$ cat config.mk
export PLATFORM = sky130hd
export DESIGN_NAME = ras_flat
export DESIGN_NICKNAME = d
export VERILOG_FILES = /design/src/rtl/ras_if.sv /design/src/rtl/ras.sv /design/src/flat_wrapper.sv
export SDC_FILE = /design/constraint.sdc
export NUM_CORES = 1
export LEC_CHECK = 0
export ABC_AREA = 1
export CAP_MARGIN = 10
export CORE_UTILIZATION = 62
export DETAILED_ROUTE_END_ITERATION = 6
export GPL_TIMING_DRIVEN = 0
export HOLD_SLACK_MARGIN = 0.06
export PLACE_DENSITY = 0.84
export RECOVER_POWER = 50
export SYNTH_ARGS = -nofsm -noshare
export SYNTH_HDL_FRONTEND = slang
export SYNTH_SLANG_ARGS = --single-unit
$ cat constraint.sdc
create_clock -name clk -period 6.4 [get_ports clk]
set_clock_uncertainty 0.15 [all_clocks]
set_input_delay 0.64 -clock clk [delete_from_list [all_inputs] [get_ports clk]]
set_output_delay 0.64 -clock clk [all_outputs]
set_load 0.01 [all_outputs]
$ cat src/rtl/ras_if.sv
// Fetch <-> return-address-stack signal bundle: push/pop/restore requests and checkpoint outputs.
// Latency: none, wires only.
// Backpressure: none, the stack accepts a request every cycle.
interface ras_if #(
    parameter int RAS_DEPTH        = 8,
    parameter int RAS_TARGET_WIDTH = 14,
    parameter int LOG_RAS_DEPTH    = $clog2(RAS_DEPTH)
);
    logic                        link_valid;
    logic [RAS_TARGET_WIDTH-1:0] link_target;
    logic                        ret_valid;
    logic [RAS_TARGET_WIDTH-1:0] ret_target;
    logic                        ret_target_valid;
    logic [LOG_RAS_DEPTH-1:0]    ras_index;
    logic [LOG_RAS_DEPTH:0]      ras_count;
    logic                        restore_valid;
    logic [LOG_RAS_DEPTH-1:0]    restore_ras_index;
    logic [LOG_RAS_DEPTH:0]      restore_ras_count;

    // Fetch / branch-resolution side
    modport master (
        output link_valid, link_target, ret_valid,
        output restore_valid, restore_ras_index, restore_ras_count,
        input  ret_target, ret_target_valid, ras_index, ras_count
    );

    // Stack side
    modport slave (
        input  link_valid, link_target, ret_valid,
        input  restore_valid, restore_ras_index, restore_ras_count,
        output ret_target, ret_target_valid, ras_index, ras_count
    );
endinterface

$ cat src/rtl/ras.sv
// Circular return address stack with checkpoint restore for the fetch-stage predictor.
// Latency: push/pop/restore visible on outputs 1 cycle after the request edge; outputs are pure state.
// Backpressure: none; overflow silently overwrites the oldest entry, pop on empty is ignored.
module ras #(
    parameter int RAS_DEPTH        = 8,
    parameter int RAS_TARGET_WIDTH = 14,
    parameter int LOG_RAS_DEPTH    = $clog2(RAS_DEPTH)
) (
    input  logic   clk,
    input  logic   rst,
    ras_if.slave   bus
);
    localparam logic [LOG_RAS_DEPTH:0]   FULL_COUNT = (LOG_RAS_DEPTH + 1)'(RAS_DEPTH);
    localparam logic [LOG_RAS_DEPTH-1:0] PTR_ONE    = LOG_RAS_DEPTH'(1);
    localparam logic [LOG_RAS_DEPTH:0]   CNT_ONE    = (LOG_RAS_DEPTH + 1)'(1);

    logic [RAS_TARGET_WIDTH-1:0] stack [RAS_DEPTH];
    logic [LOG_RAS_DEPTH-1:0]    ptr;
    logic [LOG_RAS_DEPTH:0]      count;

    logic                        replace_en;
    logic                        push_en;
    logic                        pop_en;
    logic                        wr_en;
    logic [LOG_RAS_DEPTH-1:0]    wr_addr;
    logic [LOG_RAS_DEPTH-1:0]    ptr_inc;
    logic [LOG_RAS_DEPTH-1:0]    ptr_dec;

    assign ptr_inc = ptr + PTR_ONE;   // wraps modulo depth (power of two)
    assign ptr_dec = ptr - PTR_ONE;

    // Decode the request with restore taking priority over push/pop (fetch is being redirected)
    always_comb begin
        replace_en = 1'b0;
        push_en    = 1'b0;
        pop_en     = 1'b0;
        if (!bus.restore_valid) begin
            replace_en = bus.link_valid && bus.ret_valid;
            push_en    = bus.link_valid && !bus.ret_valid;
            pop_en     = bus.ret_valid && !bus.link_valid && (count != '0);
        end
        wr_en   = replace_en || push_en;
        wr_addr = push_en ? ptr_inc : ptr;
    end

    // Top pointer and occupancy; count saturates at depth and never goes below zero
    always_ff @(posedge clk) begin
        if (rst) begin
            ptr   <= '0;
            count <= '0;
        end else if (bus.restore_valid) begin
            ptr   <= bus.restore_ras_index;
            count <= bus.restore_ras_count;
        end else if (replace_en) begin
            if (count == '0) count <= CNT_ONE;
        end else if (push_en) begin
            ptr <= ptr_inc;
            if (count != FULL_COUNT) count <= count + CNT_ONE;
        end else if (pop_en) begin
            ptr   <= ptr_dec;
            count <= count - CNT_ONE;
        end
    end

    // Entry storage; restore leaves entries intact so the checkpointed top is still there
    always_ff @(posedge clk) begin
        if (rst) begin
            for (int i = 0; i < RAS_DEPTH; i++) stack[i] <= '0;
        end else if (wr_en) begin
            stack[wr_addr] <= bus.link_target;
        end
    end

    assign bus.ret_target       = stack[ptr];
    assign bus.ret_target_valid = (count != '0);
    assign bus.ras_index        = ptr;
    assign bus.ras_count        = count;
endmodule

$ cat src/flat_wrapper.sv
// flat-port wrapper written by rule: the top's interface ports become plain ports
module ras_flat 
#(
    parameter int RAS_DEPTH        = 8,
    parameter int RAS_TARGET_WIDTH = 14,
    parameter int LOG_RAS_DEPTH    = $clog2(RAS_DEPTH)
)
  (clk, rst, bus_link_valid, bus_link_target, bus_ret_valid, bus_restore_valid, bus_restore_ras_index, bus_restore_ras_count, bus_ret_target, bus_ret_target_valid, bus_ras_index, bus_ras_count);
  ras_if #(.RAS_DEPTH(RAS_DEPTH), .RAS_TARGET_WIDTH(RAS_TARGET_WIDTH), .LOG_RAS_DEPTH(LOG_RAS_DEPTH)) bus_i ();
  input  logic clk;
  input  logic rst;
  input wire logic [$bits(bus_i.link_valid)-1:0] bus_link_valid;
  input wire logic [$bits(bus_i.link_target)-1:0] bus_link_target;
  input wire logic [$bits(bus_i.ret_valid)-1:0] bus_ret_valid;
  input wire logic [$bits(bus_i.restore_valid)-1:0] bus_restore_valid;
  input wire logic [$bits(bus_i.restore_ras_index)-1:0] bus_restore_ras_index;
  input wire logic [$bits(bus_i.restore_ras_count)-1:0] bus_restore_ras_count;
  output wire logic [$bits(bus_i.ret_target)-1:0] bus_ret_target;
  output wire logic [$bits(bus_i.ret_target_valid)-1:0] bus_ret_target_valid;
  output wire logic [$bits(bus_i.ras_index)-1:0] bus_ras_index;
  output wire logic [$bits(bus_i.ras_count)-1:0] bus_ras_count;
  assign bus_i.link_valid = bus_link_valid;
  assign bus_i.link_target = bus_link_target;
  assign bus_i.ret_valid = bus_ret_valid;
  assign bus_i.restore_valid = bus_restore_valid;
  assign bus_i.restore_ras_index = bus_restore_ras_index;
  assign bus_i.restore_ras_count = bus_restore_ras_count;
  assign bus_ret_target = bus_i.ret_target;
  assign bus_ret_target_valid = bus_i.ret_target_valid;
  assign bus_ras_index = bus_i.ras_index;
  assign bus_ras_count = bus_i.ras_count;
  ras #(.RAS_DEPTH(RAS_DEPTH), .RAS_TARGET_WIDTH(RAS_TARGET_WIDTH), .LOG_RAS_DEPTH(LOG_RAS_DEPTH)) u_core (.clk(clk), .rst(rst), .bus(bus_i));
endmodule
==> metrics.csv, run 1 <==
stage,metric,value,unit
yosys,yosys-top-cells-area,"edfxtp_1 58%, nor2_1 13%, nand2_1 5.9%",
yosys,synth_top_area_share,57.9,%
yosys,yosysSeqAreaShare,61.3,%
clocking,h-tree-depth,4,
grt,gr-total-overflow,0,
final_layout,final_nets,687,
worst_setup_path,reg2regPathDepth,9,
timing,period_share,62.0,%
hold_path,min_path_type,reg -> reg,
timing,max-slew-margin-rel,47.2,%
pwr,power,2.31,mW
die,dieArea,9760,µm²
grt,grtUsageTotal,32.8,%
yosys,synth_area,5810,µm²
yosys,synthCells,591,
placement,dpl.hpwl,9540,µm
yosys,synthTopCellsByCount,"196 x nor2_1, 112 x edfxtp_1, 92 x nand2_1, 37 x inv_1, 33 x o21ai_0",
yosys,synth_area_per_cell,9.83,µm²
worst_setup_path,cp_num_buf_inv,4,
die,initial_utilization,65.4,%
yosys,synth_top_cell_by_area,edfxtp_1,
pwr,p_per_area,334,nW/µm²
yosys,synth_nets,621,
placement,place_area,6420,µm²
worst_setup_path,cp-start-kind,input pin,
pwr,vdd_drop_max,219,µV
route,via_per_inst,6.06,
pwr,swShare,25.7,%
timing,fin_crit,3.97,ns
worst_setup_path,slowest_stage,nand2_1,
route,wl,14900,µm
worst_setup_path,slowest_delay,0.64,ns
timing,setup_viol,0,
final_layout,area_growth,19.1,%
placement,gp_congestion,0.883,
pwr,power.internal,1.72,mW
die,dieHeight,98.8,µm
timing,fmax,252,MHz
worst_setup_path,r2r-end,u_core.stack[4][3],
yosys,synth-edff-count,112,
final_layout,utilization,77.9,%
worst_setup_path,startpoint,bus_restore_valid,
yosys,ys_seq_elements,122,
yosys,ys.warnings.count,0,
worst_setup_path,endpoint,u_core.stack[4][3],
grt,first_global_vias,4813,
yosys,synthArstFlopShare,0,%
worst_setup_path,end_kind,flop,
route,first_iter_violations,443,
die,die_w,98.8,µm
clocking,numCtsBuffers,17,
route,via_count,4705,
worst_setup_path,critPathKind,in -> reg,
worst_setup_path,worst_path_dominant_cell_family,simple AND/OR/NAND/NOR gates,
route,first_pass_iters,6,
worst_setup_path,arrival,3.91,ns
worst_setup_path,crit_fanout,14,
timing,worst_pin_slew,0.790,ns
route,drc_errors,0,
clocking,post-cts-setup-buffers,0,
die,core,8890,µm²
final_layout,final_area,6920,µm²
pwr,leakage,2.86,nW
final_layout,final_layout_size_suffix_gt1_share,7.17,%
die,ios,48,
worst_setup_path,cp_cell_sequence,"dlygate4sd3_1, inv_1, nand2_1, nor2_1, o21ai_0, inv_2, nor2_1, nand2_1, clkbuf_1, nand2_1",
die,rows,34,
grt,grt_max_degree,17,
final_layout,num_antenna_cells,0,
clocking,clk_path_buf_depth,2,
clocking,cts_hold_buf,0,
grt,grt_pass1_wl,23600,µm
clocking,clk_pin_slew,0.06,ns
yosys,yosysMostFrequentCell,nor2_1,
route,wl_per_cell,19.2,µm
clocking,post_cts_resize_count,0,
grt,antenna_found_initial,0,
clocking,clock_latency,0.52,ns
worst_setup_path,rr_startpoint,u_core.bus.ras_index[0],
worst_setup_path,timing.reg2reg.setup_slack,2.96,ns
clocking,cts_tree,yes,
pwr,clockPowerShare,44.6,%
placement,io_buffers,47,
timing,rsz0062_at_grt,false,
pwr,power_frac_comb,15.1,%
pwr,pwr-share-seq,40.3,%
yosys,ys_dominant_reg_cell,edfxtp_1,
outcome,status,"finished, final reports clean",
timing,tns,0,ns
route,ant_nets,0,
clocking,numClockSinks,122,
worst_setup_path,worst_ep_required_time,6.34,ns
timing,hold_violations,0,
clocking,root_buffer,clkbuf_8,
worst_setup_path,timing.critical_path.mode_cell,nand2_1,
pwr,switchingPower,0.594,mW
job,max_cap_viol_count,0,
worst_setup_path,cp.depth,10,
timing,drv_slew,0,
yosys,synth_cell_types,30,
-- how the worst min path moves through the flow --
stage,from,to,slack (ns),depth (start not counted)
2_1_floorplan,u_core.bus.ras_index[1],flop,0.37,2
3_3_place_gp,u_core.bus.ras_index[1],u_core.bus.ras_index[1],0.37,2
3_5_place_dp,u_core.bus.ras_index[1],u_core.bus.ras_index[1],0.38,2
4_1_cts,u_core.bus.ras_index[1],u_core.bus.ras_index[1],0.39,2
5_1_grt,u_core.bus.ras_index[1],u_core.bus.ras_index[1],0.41,2
6_report,u_core.bus.ras_index[1],u_core.bus.ras_index[1],0.40,2
-- routing by layer --
layer	vias up	GRT usage, %	routed length, µm	share of wire, %
li1	2108	-	-	-
met5	-	0	0	0
met3	75	7.02	1350	9.1
met1	2186	37.1	5330	36
met4	0	22.2	727	4.9
met2	336	55.9	7500	50
-- power by group through the flow --
stage          Clock, mW  Combinational (mW)  Sequential (mW)
6_report            1.03               0.348            0.931
5_1_grt             1.06               0.378            0.935
4_1_cts             1.02               0.354            0.930
3_5_place_dp           0               0.347            0.946
3_3_place_gp           0               0.337            0.944
2_1_floorplan          0               0.204            0.943
-- per-stage QoR --
stage                     setup slack, ns  hold slack [ns]  std cells
after CTS                            2.68            0.391        777
after global placement               3.14            0.372        746
after detailed placement             3.09            0.382        746
after global routing                 2.28            0.410        777
final                                2.43            0.397        777
after floorplan                      3.98            0.373        591
-- worst min-delay path: stages (launching register included) --
cell,delay (ns)
dfxtp_1,0.34
nand2_1,0.08
a21oi_1,0.08
-- area by class of cell --
cell class | count | area (µm²)
Buffer | 30 | 118
Inverter | 43 | 161
Fill cell | 564 | 1970
Tap cell | 108 | 135
Timing Repair Buffer | 47 | 470
Multi-Input combinational cell | 396 | 1840
Sequential cell | 122 | 3560
Clock buffer | 17 | 414
Clock inverter | 14 | 219
-- cell families after synthesis --
family,count (synthesis),share of synthesized area (%)
adder cells (fa/ha/maj),4,0.861
flip-flops,122,61.3
XOR/XNOR,4,0.926
AO/OA/AOI/OAI,72,8.33
AND/OR/NAND/NOR,316,22.7
buffers and inverters,73,5.84
-- flip-flops by register name, summed over array words and instances, names as in the netlist, named ones only --
| register | count |
|---|---|
| u_core.stack | 112 |
| u_core.bus.ras_count | 4 |
| u_core.bus.ras_index | 3 |
-- layout by cell type (no fill, tap or decap) --
master / n
clkinvlp_4: 4
clkbuf_16: 16
buf_2: 4
nand3_1: 6
inv_6: 2
edfxtp_1: 112
nand2_1: 101
nand4_1: 1
o21bai_4: 1
nor2_1: 198
nor2_4: 2
clkinv_4: 2
buf_1: 3
clkbuf_8: 1
xnor2_1: 2
o21ai_0: 35
a21oi_1: 7
clkdlybuf4s50_1: 40
nor2_8: 1
dfxtp_1: 10
dlygate4sd3_1: 7
nor3b_1: 1
nand3_4: 1
xor2_4: 1
inv_1: 40
bufinv_16: 5
clkinv_1: 1
ha_1: 4
clkbuf_1: 23
a31oi_1: 1
inv_2: 3
o32ai_1: 28
nor2_2: 5
xor2_1: 1
Power figures use the tool's default switching activity.
==> inputs of run 2 (changes only) <==
Settings changed: CORE_UTILIZATION 62 to 58, PLACE_DENSITY 0.84 to 0.8.
Clock period 6.4 ns to 3.85 ns, I/O delays scaled along.
==> run 2 against run 1 <==
Against the previous run:
- sequential power increased by 66%
- design area is 0.89% lower
- first-iteration DRC count is 7.7% lower
- via count is 1.6% lower
- die area rose by 6.7%
- sequential cell count stayed put
- worst setup slack got worse by 2.0 ns
- worst hold slack worse by 0.079 ns
- core utilization shrank 7.3 points
- critical path type is now reg -> reg
- sequential share of layout area increased by 0.46 points
- count of clock-buffer cells in the layout rose by 2
==> metrics.csv, run 2 (synthesized netlist as in run 1, its figures left out) <==
stage,metric,value,unit,change
die,dieArea,10400,µm²,was 9760 µm²
placement,place_area,6450,µm²,was 6420 µm²
final_layout,final_layout_size_suffix_gt1_share,7.01,%,was 7.17%
hold_path,holdPathStages,2,,unchanged
placement,io_buffers,47,,unchanged
final_layout,fillCellCount,732,,was 564
timing,tns,0,ns,unchanged
die,initial_utilization,59.7,%,was 65.4%
grt,grt_max_degree,17,,unchanged
hold_path,worstHoldStart,rst,,was u_core.bus.ras_index[1]
grt,first_global_vias,4555,,was 4813
timing,worst_pin_slew,0.824,ns,was 0.790 ns
clocking,clk_path_buf_depth,2,,unchanged
timing,hold_violations,0,,unchanged
worst_setup_path,critPathKind,reg -> reg,,was in -> reg
worst_setup_path,r2r-end,u_core.stack[4][11],,was u_core.stack[4][3]
final_layout,top_register,u_core.stack,,unchanged
worst_setup_path,arrival,3.36,ns,was 3.91 ns
die,rows,36,,was 34
final_layout,final_area,6860,µm²,was 6920 µm²
clocking,clock_latency,0.52,ns,about the same
clocking,root_buffer,clkbuf_8,,unchanged
final_layout,final_nets,687,,unchanged
timing,fmax,292,MHz,
clocking,post_cts_resize_count,0,,unchanged
timing,drv_slew,0,,unchanged
die,die_w,102,µm,was 98.8 µm
worst_setup_path,crit_fanout,14,,unchanged
grt,gr-total-overflow,0,,unchanged
worst_setup_path,end_kind,flop,,unchanged
clocking,numCtsBuffers,17,,unchanged
pwr,p_per_area,519,nW/µm²,was 334 nW/µm²
clocking,post-cts-setup-buffers,0,,unchanged
grt,grtUsageTotal,29.6,%,was 32.8%
final_layout,utilization,70.5,%,was 77.9%
pwr,vdd_drop_max,315,µV,was 219 µV
worst_setup_path,cp-start-kind,flop,,was input pin
worst_setup_path,endpoint,u_core.stack[4][11],,was u_core.stack[4][3]
job,max_cap_viol_count,0,,unchanged
route,via_per_inst,5.76,,was 6.06
route,wl,14600,µm,was 14900 µm
clocking,numClockSinks,122,,unchanged
timing,setup_viol,0,,unchanged
die,ios,48,,unchanged
placement,dpl.hpwl,9940,µm,was 9540 µm
worst_setup_path,worst_ep_required_time,3.79,ns,was 6.34 ns
grt,grt_pass1_wl,22300,µm,was 23600 µm
clocking,cts_tree,yes,,unchanged
final_layout,largest_reg_flops,112,,unchanged
route,first_pass_iters,5,,was 6
route,drc_errors,0,,unchanged
final_layout,final_common_cell,nor2_1,,unchanged
route,ant_nets,0,,unchanged
route,wl_per_cell,18.2,µm,was 19.2 µm
timing,max-slew-margin-rel,44.5,%,was 47.2%
grt,antenna_found_initial,0,,unchanged
placement,gp_congestion,0.857,,was 0.883
route,via_count,4628,,was 4705
pwr,leakage,2.83,nW,was 2.86 nW
die,core,9730,µm²,was 8890 µm²
route,first_iter_violations,409,,was 443
final_layout,final_cell_mix,"196 x nor2_1, 112 x edfxtp_1, 100 x nand2_1",,"was 198 x nor2_1, 112 x edfxtp_1, 101 x nand2_1"
timing,fin_crit,3.43,ns,
worst_setup_path,timing.reg2reg.setup_slack,0.42,ns,was 2.96 ns
hold_path,min_path_type,in -> reg,,was reg -> reg
die,dieHeight,102,µm,was 98.8 µm
final_layout,area_growth,18.1,%,was 19.1%
clocking,cts_hold_buf,0,,unchanged
timing,period_share,89.0,%,
worst_setup_path,startpoint,u_core.bus.ras_index[0],,was bus_restore_valid
worst_setup_path,reg2regPathDepth,9,,unchanged
clocking,clk_pin_slew,0.06,ns,about the same
worst_setup_path,rr_startpoint,u_core.bus.ras_index[0],,unchanged
clocking,h-tree-depth,4,,unchanged
outcome,status,"finished, final reports clean",,unchanged
timing,rsz0062_at_grt,false,,unchanged
final_layout,num_antenna_cells,0,,unchanged
run 2: power by group:
part | switching, mW | leakage, nW | internal (mW)
clock network | 0.541 | 0.266 | 0.900
logic | 0.353 | 1.33 | 0.220
registers | 0.0313 | 1.24 | 1.52
run 2: final cells by class:
cell class,instances,area (µm²),share of cell area (%)
clock buffers,19,422,6.15
inverters,43,161,2.35
plain buffers,30,118,1.71
well taps,133,166,2.43
clock inverters,13,109,1.59
flip-flops and latches,122,3560,51.9
repair buffers,47,470,6.86
multi-input cells,396,1850,27.0
run 2: per-stage QoR:
step                      instances  hold WS [ns]  power [mW]  setup WS [ns]
after floorplan                 591         0.313        1.91           1.47
after global routing            803         0.331        3.67          0.235
after global placement          771         0.370        2.13          0.845
final                           803         0.318        3.56          0.424
after detailed placement        771         0.401        2.15          0.786
after CTS                       803         0.304        3.57          0.440
run 2: layer usage:
layer / vias up / GRT usage (%) / routed length (µm)
met2: 291 / 50.9 / 7570
met5: - / 0 / 0
met1: 2184 / 35.1 / 5420
li1: 2113 / - / -
met4: 0 / 14.0 / 347
met3: 40 / 7.32 / 1300
run 2: worst min path at each step:
stage               slack [ns]                       to
floorplan                 0.31                     flop
global placement          0.37  u_core.bus.ras_index[1]
detailed placement        0.40  u_core.bus.ras_index[1]
CTS                       0.30  u_core.bus.ras_index[1]
global route              0.33  u_core.bus.ras_index[1]
finish                    0.32  u_core.bus.ras_index[1]
run 2: critical path, stage by stage, from the launching register on:
cell	delay [ns]
dfxtp_1	0.39
inv_1	0.15
ha_1	0.31
inv_1	0.04
nor2_1	0.11
o21bai_1	0.29
nor2_4	0.08
nand2_1	0.25
clkbuf_1	0.57
nand2_1	0.65
